### config.mk
export PLATFORM = sky130hd
export DESIGN_NAME = strap_seq_ctrl
export DESIGN_NICKNAME = d
export VERILOG_FILES = /design/src/rtl/strap_seq_ctrl.sv
export SDC_FILE = /design/constraint.sdc
export NUM_CORES = 1
export LEC_CHECK = 0
export BUFFER_PORTS_ARGS = -buffer_cell sky130_fd_sc_hd__buf_4
export CELL_PAD_IN_SITES_DETAIL_PLACEMENT = 1
export CELL_PAD_IN_SITES_GLOBAL_PLACEMENT = 1
export CORE_ASPECT_RATIO = 1.75
export CORE_MARGIN = 2
export CORE_UTILIZATION = 36
export CTS_CLUSTER_SIZE = 40
export DETAILED_ROUTE_END_ITERATION = 7
export PLACE_DENSITY_LB_ADDON = 0.1
export SLEW_MARGIN = 20
export SYNTH_ARGS = -nofsm -noshare
export SYNTH_HDL_FRONTEND = slang
export SYNTH_SLANG_ARGS = --single-unit
### constraint.sdc
create_clock -name clk -period 1.9 [get_ports clk]
set_clock_uncertainty 0.2 [all_clocks]
set_input_delay 0.19 -clock clk [delete_from_list [all_inputs] [get_ports clk]]
set_output_delay 0.19 -clock clk [all_outputs]
set_load 0.02 [all_outputs]
### src/rtl/strap_seq_ctrl.sv
// Strap sampling and reset-sequence controller: majority-votes the pad straps after
// e_reset_n release, then sequences p_reset_n, clk_enb and s_reset_n, with sticky words and soft reboot.
module strap_seq_ctrl #(
    parameter int         PSTRAP_W       = 8,
    parameter int         NUM_STICKY     = 2,
    parameter int         SAMPLE_CNT     = 3,
    parameter int         CLK_ENB_DLY    = 16,
    parameter int         SRST_DLY       = 16,
    parameter logic [7:0] PSTRAP_DEFAULT = 8'h74,
    localparam int        AW             = (NUM_STICKY > 1) ? $clog2(NUM_STICKY) : 1
) (
    input  logic                    clk,
    input  logic                    e_reset_n,
    input  logic [PSTRAP_W-1:0]     pad_strap_in,
    input  logic                    cs,
    input  logic [AW-1:0]           addr,
    input  logic [3:0]              we,
    input  logic [31:0]             data_in,
    output logic [31:0]             rdata,
    output logic [PSTRAP_W-1:0]     strap_latch,
    output logic [32*NUM_STICKY-1:0] strap_sticky,
    output logic                    p_reset_n,
    output logic                    clk_enb,
    output logic                    s_reset_n,
    output logic                    seq_busy
);

    localparam int MAX_DLY = (CLK_ENB_DLY > SRST_DLY)
                           ? ((CLK_ENB_DLY > SAMPLE_CNT) ? CLK_ENB_DLY : SAMPLE_CNT)
                           : ((SRST_DLY > SAMPLE_CNT) ? SRST_DLY : SAMPLE_CNT);
    localparam int CW = $clog2(MAX_DLY + 1);
    localparam int VW = $clog2(SAMPLE_CNT + 1);

    typedef enum logic [2:0] {
        IDLE, SAMPLE, LOAD, CLK_WAIT, RST_WAIT, RUN, REBOOT
    } state_t;

    state_t                state_reg, state_next;
    logic [CW-1:0]         cnt_reg, cnt_next;
    logic [VW-1:0]         ones_reg [PSTRAP_W];
    logic [VW-1:0]         ones_next [PSTRAP_W];
    logic [PSTRAP_W-1:0]   latch_reg, latch_next;
    logic [31:0]           sticky_reg [NUM_STICKY];
    logic [31:0]           sticky_next [NUM_STICKY];
    logic                  p_rst_reg, p_rst_next;
    logic                  clk_enb_reg, clk_enb_next;
    logic                  s_rst_reg, s_rst_next;
    logic                  addr_ok;
    logic [VW-1:0]         vote_sum;

    // Default mode swaps the low strap byte for PSTRAP_DEFAULT; pad bits above 7 pass straight through.
    function automatic logic [31:0] strap_map(input logic [PSTRAP_W-1:0] l);
        logic [7:0]  sel;
        logic [21:0] lx;
        logic [31:0] w;
        sel      = l[7] ? PSTRAP_DEFAULT : l[7:0];
        lx       = 22'(l);
        w        = 32'h0000_4000;
        w[29:16] = lx[21:8];
        w[13]    = sel[6];
        w[12]    = sel[5];
        w[11:10] = sel[4:3];
        w[9]     = sel[2];
        w[8]     = sel[1];
        w[4]     = sel[0];
        w[0]     = sel[0];
        return w;
    endfunction

    assign addr_ok = (int'(addr) < NUM_STICKY);

    always_comb begin
        state_next   = state_reg;
        cnt_next     = cnt_reg;
        ones_next    = ones_reg;
        latch_next   = latch_reg;
        sticky_next  = sticky_reg;
        p_rst_next   = p_rst_reg;
        clk_enb_next = clk_enb_reg;
        s_rst_next   = s_rst_reg;
        vote_sum     = '0;
        case (state_reg)
            IDLE: begin
                for (int b = 0; b < PSTRAP_W; b++) ones_next[b] = '0;
                cnt_next   = '0;
                state_next = SAMPLE;
            end
            SAMPLE: begin
                for (int b = 0; b < PSTRAP_W; b++) begin
                    vote_sum = ones_reg[b] + VW'(pad_strap_in[b]);
                    if (cnt_reg == CW'(SAMPLE_CNT - 1)) begin
                        latch_next[b] = (vote_sum > VW'(SAMPLE_CNT / 2));
                        ones_next[b]  = '0;
                    end else begin
                        ones_next[b]  = vote_sum;
                    end
                end
                if (cnt_reg == CW'(SAMPLE_CNT - 1)) begin
                    cnt_next   = '0;
                    state_next = LOAD;
                end else begin
                    cnt_next = cnt_reg + 1'b1;
                end
            end
            LOAD: begin
                sticky_next[0] = strap_map(latch_reg);
                for (int n = 1; n < NUM_STICKY; n++) sticky_next[n] = '0;
                p_rst_next = 1'b1;
                cnt_next   = '0;
                state_next = CLK_WAIT;
            end
            CLK_WAIT: begin
                if (cnt_reg == CW'(CLK_ENB_DLY - 1)) begin
                    clk_enb_next = 1'b1;
                    cnt_next     = '0;
                    state_next   = RST_WAIT;
                end else begin
                    cnt_next = cnt_reg + 1'b1;
                end
            end
            RST_WAIT: begin
                if (cnt_reg == CW'(SRST_DLY - 1)) begin
                    s_rst_next = 1'b1;
                    cnt_next   = '0;
                    state_next = RUN;
                end else begin
                    cnt_next = cnt_reg + 1'b1;
                end
            end
            RUN: begin
                if (sticky_reg[0][31]) state_next = REBOOT;
                if (cs && addr_ok) begin
                    for (int k = 0; k < 4; k++) begin
                        if (we[k]) sticky_next[addr][8*k +: 8] = data_in[8*k +: 8];
                    end
                end
            end
            REBOOT: begin
                s_rst_next        = 1'b0;
                clk_enb_next      = 1'b0;
                sticky_next[0][31] = 1'b0;
                cnt_next          = '0;
                state_next        = CLK_WAIT;
            end
            default: state_next = IDLE;
        endcase
    end

    always_ff @(posedge clk or negedge e_reset_n) begin
        if (!e_reset_n) begin
            state_reg   <= IDLE;
            cnt_reg     <= '0;
            latch_reg   <= '0;
            p_rst_reg   <= 1'b0;
            clk_enb_reg <= 1'b0;
            s_rst_reg   <= 1'b0;
            for (int b = 0; b < PSTRAP_W; b++) ones_reg[b] <= '0;
            for (int n = 0; n < NUM_STICKY; n++) sticky_reg[n] <= '0;
        end else begin
            state_reg   <= state_next;
            cnt_reg     <= cnt_next;
            latch_reg   <= latch_next;
            p_rst_reg   <= p_rst_next;
            clk_enb_reg <= clk_enb_next;
            s_rst_reg   <= s_rst_next;
            for (int b = 0; b < PSTRAP_W; b++) ones_reg[b] <= ones_next[b];
            for (int n = 0; n < NUM_STICKY; n++) sticky_reg[n] <= sticky_next[n];
        end
    end

    genvar gi;
    generate
        for (gi = 0; gi < NUM_STICKY; gi++) begin : g_pack
            assign strap_sticky[32*gi +: 32] = sticky_reg[gi];
        end
    endgenerate

    assign rdata       = addr_ok ? sticky_reg[addr] : 32'h0;
    assign strap_latch = latch_reg;
    assign p_reset_n   = p_rst_reg;
    assign clk_enb     = clk_enb_reg;
    assign s_reset_n   = s_rst_reg;
    assign seq_busy    = (state_reg != RUN);

endmodule
==> flow_summary.yaml <==
clocking:
  clkTransAtPathRegs_ps: 70
  clockBufferDepth: 2
  root_buffer: "clkbuf_16"
  htreeDepth: 3
  cts_tree: "done"
  cts.sinks: 99
  worstSkewPairLatency_ps: 350
  numCtsBuffers: 9
worst_setup_path:
  cp-start-kind: "register"
  slowest_stage: "or4b_4"
  path_class: "register to register"
  slowest_delay_ps: 540
  critPathTopFamily: "simple AND/OR/NAND/NOR gates"
  reg2reg_slack_ps: -60
  critPathCaptureType: "register"
  rr_worst_depth: 5
  r2r-end: "cnt_reg[3]"
  cp.arrival_ps: 1980
  required_ps: 1930
  path_buf_inv: 1
  reg2reg_from: "cnt_reg[0]"
  crit_fanout: 7
  cp_cell_sequence: "inv_2 -> ha_4 -> or4b_4 -> a221oi_4 -> nor4_2"
routing:
  vias: 4568
  drc: 0
  routed_wl_um: 16100
  ant_nets: 0
  vias_per_cell: 5.064
  first_iter_violations: 164
  dr.pass1.iters: 4
  wl_per_cell_um: 17.84
floorplan:
  fp.dieH_um: 164.1
  core-area_um2: 14370
  dieArea_um2: 15670
  rows: 58
  ios: 156
  start_util_pct: 36.69
  die_w_um: 95.48
outcome:
  violations: "setup timing"
  status: "finished, violations left"
logic_synthesis:
  synth_cell_types: 48
  ys_seq_elements: 99
  synthTopCellsByArea: "dfrtp_1, mux2i_1, mux2_2"
  syn_avg_cell_area_um2: 10.30
  synth_fa_ha_area_share_pct: 2.848
  synth_xor_area_share_pct: 0
  synth_top_cell_by_area: "dfrtp_1"
  synthArstFlopShare_pct: 100.0
  seq_area_frac_synth_pct: 46.99
  synth-compound-area-share_pct: 10.11
  netlist_instances: 512
  synth_top_family_by_area: "multiplexers"
  syn_nets: 572
  synth_warnings: 0
  syn_area_um2: 5273
  synth.mux.area_fraction_pct: 17.63
  synth_top_cell_area_share_pct: 46.99
  synth-edff-count: 0
  synth-simple-area-share_pct: 16.45
  synth_flop_cell: "dfrtp_1"
power:
  ir_worst_vdd_uv: 583.6
  p_total_mw: 11.91
  power-per-cell-area_nw_per_um2: 1567
  p_leak_nw: 3.611
cells_and_area:
  layout-drive-gt1-share_pct: 38.09
  nNetsFinal: 778
  final_core_util_pct: 52.92
  largest_reg_flops: 64
  diodes: 0
  mostFrequentLayoutCells: "buf_4, dfrtp_1, nand2_1"
  syn_to_final_growth_pct: 44.21
  final_common_cell: "buf_4"
run:
  maxCapViolations: 0
grt:
  grt_pass1_vias: 4949
  gr-total-overflow: 0
  grt_max_degree: 100
  track_usage_pct: 20.55
  antenna_found_initial: 0
  grt_pass1_wl_um: 24940
place:
  io_buffers: 155
  place_congestion: 0.7665
  dp_hpwl_um: 11480
sta:
  worst_slack_ps: -56.59
  setup_viol: 3
  hold_violations: 0
  rsz0062_at_grt: "yes"
  report.final.slew_viol_count: 0
  fmax_mhz: 511.1
  tightest_slew_ps: 565.6
  fin_crit_ps: 1957
  min_period_over_period_pct: 103.0
  relSlewSlack_pct: 62.29
min_path:
  min-delay-start: "pad_strap_in[3]"
  holdPathStages: 4
  hp-class: "input port to register"
  hold_path_end: "ones_reg[8]"
==> cell families after synthesis <==
| family | count (synthesis) |
|---|---|
| compound gates | 77 |
| fa+ha+maj | 12 |
| mux | 88 |
| flops | 99 |
| buf+inv | 68 |
| simple gates | 168 |
==> where the power goes <==
group	switching, mW	internal, mW	total [mW]	leakage, nW
Clock	0.828	1.02	1.85	0.139
Sequential	0.752	2.98	3.73	1.25
Combinational	3.36	2.97	6.33	2.22
==> through the flow <==
step	cells	worst slack, ps	area, um2	TNS [ps]	hold slack, ps
after floorplan	512	-14.85	5276	-118.8	-305.6
after detailed placement	841	-156.4	6766	-2467	101.0
after CTS	895	-81.54	7495	-263.0	24.03
after global placement	841	-72.72	6766	-323.3	93.94
after global routing	902	-118.6	7604	-1639	89.83
final	902	-56.59	7604	-135.1	27.88
==> synthesized netlist by cell type (4+ instances only) <==
| master | count |
|---|---|
| dfrtp_1 | 99 |
| nand2_1 | 80 |
| mux2i_1 | 49 |
| mux2_2 | 39 |
| inv_1 | 32 |
| o21ai_0 | 26 |
| nand2b_1 | 23 |
| buf_2 | 21 |
| ha_1 | 12 |
| nand3_1 | 11 |
| nor2b_1 | 11 |
| clkbuf_1 | 10 |
| nor3b_1 | 10 |
| a32oi_1 | 9 |
| o21ai_1 | 8 |
| a21oi_1 | 7 |
| nor2_1 | 7 |
| a22oi_1 | 6 |
| a31oi_1 | 4 |
==> worst min-delay path, stage by stage <==
cell and delay (ps):
buf_4 80, ha_1 110, nand2_1 40, o21ai_0 120
==> area by class of cell <==
class / count / area (um2)
fill: 1617 / 6765
multi-input combinational: 346 / 2570
sequential: 99 / 2480
timing repair buffer: 230 / 1914
clock buffer: 9 / 225.2
tap: 180 / 225.2
inverter: 32 / 122.6
clock inverter: 6 / 66.31
==> per-layer routing <==
metal	GRT usage (%)	wire, um
met5	0	0
met1	22.70	6117
met4	5.779	223
met2	39.15	9113
met3	3.716	642
==> what timing repair did <==
| item | 4_1_cts | 5_1_grt |
|---|---|---|
| cloned | 1 | 1 |
| hold buffers | 34 | 0 |
| buffers inserted | 4 | 6 |
| endpoints found under the setup margin | 31 | 38 |
| pin swaps | 2 | 10 |
| endpoints found under the hold margin | 157 | 0 |
| gates resized for setup | 15 | 8 |
==> how the worst max path moves through the flow <==
stage	slack, ps	start	cells after the start	to
CTS	-80	cnt_reg[0]	5	cnt_reg[1]
floorplan	-10	cnt_reg[0]	7	ones_reg[11]
global placement	-70	cnt_reg[0]	5	cnt_reg[3]
finish	-60	cnt_reg[0]	5	cnt_reg[3]
global route	-120	cnt_reg[0]	5	ones_reg[2]
detailed placement	-160	cnt_reg[0]	5	cnt_reg[3]
Note: power is estimated with default switching activity, not from simulation.
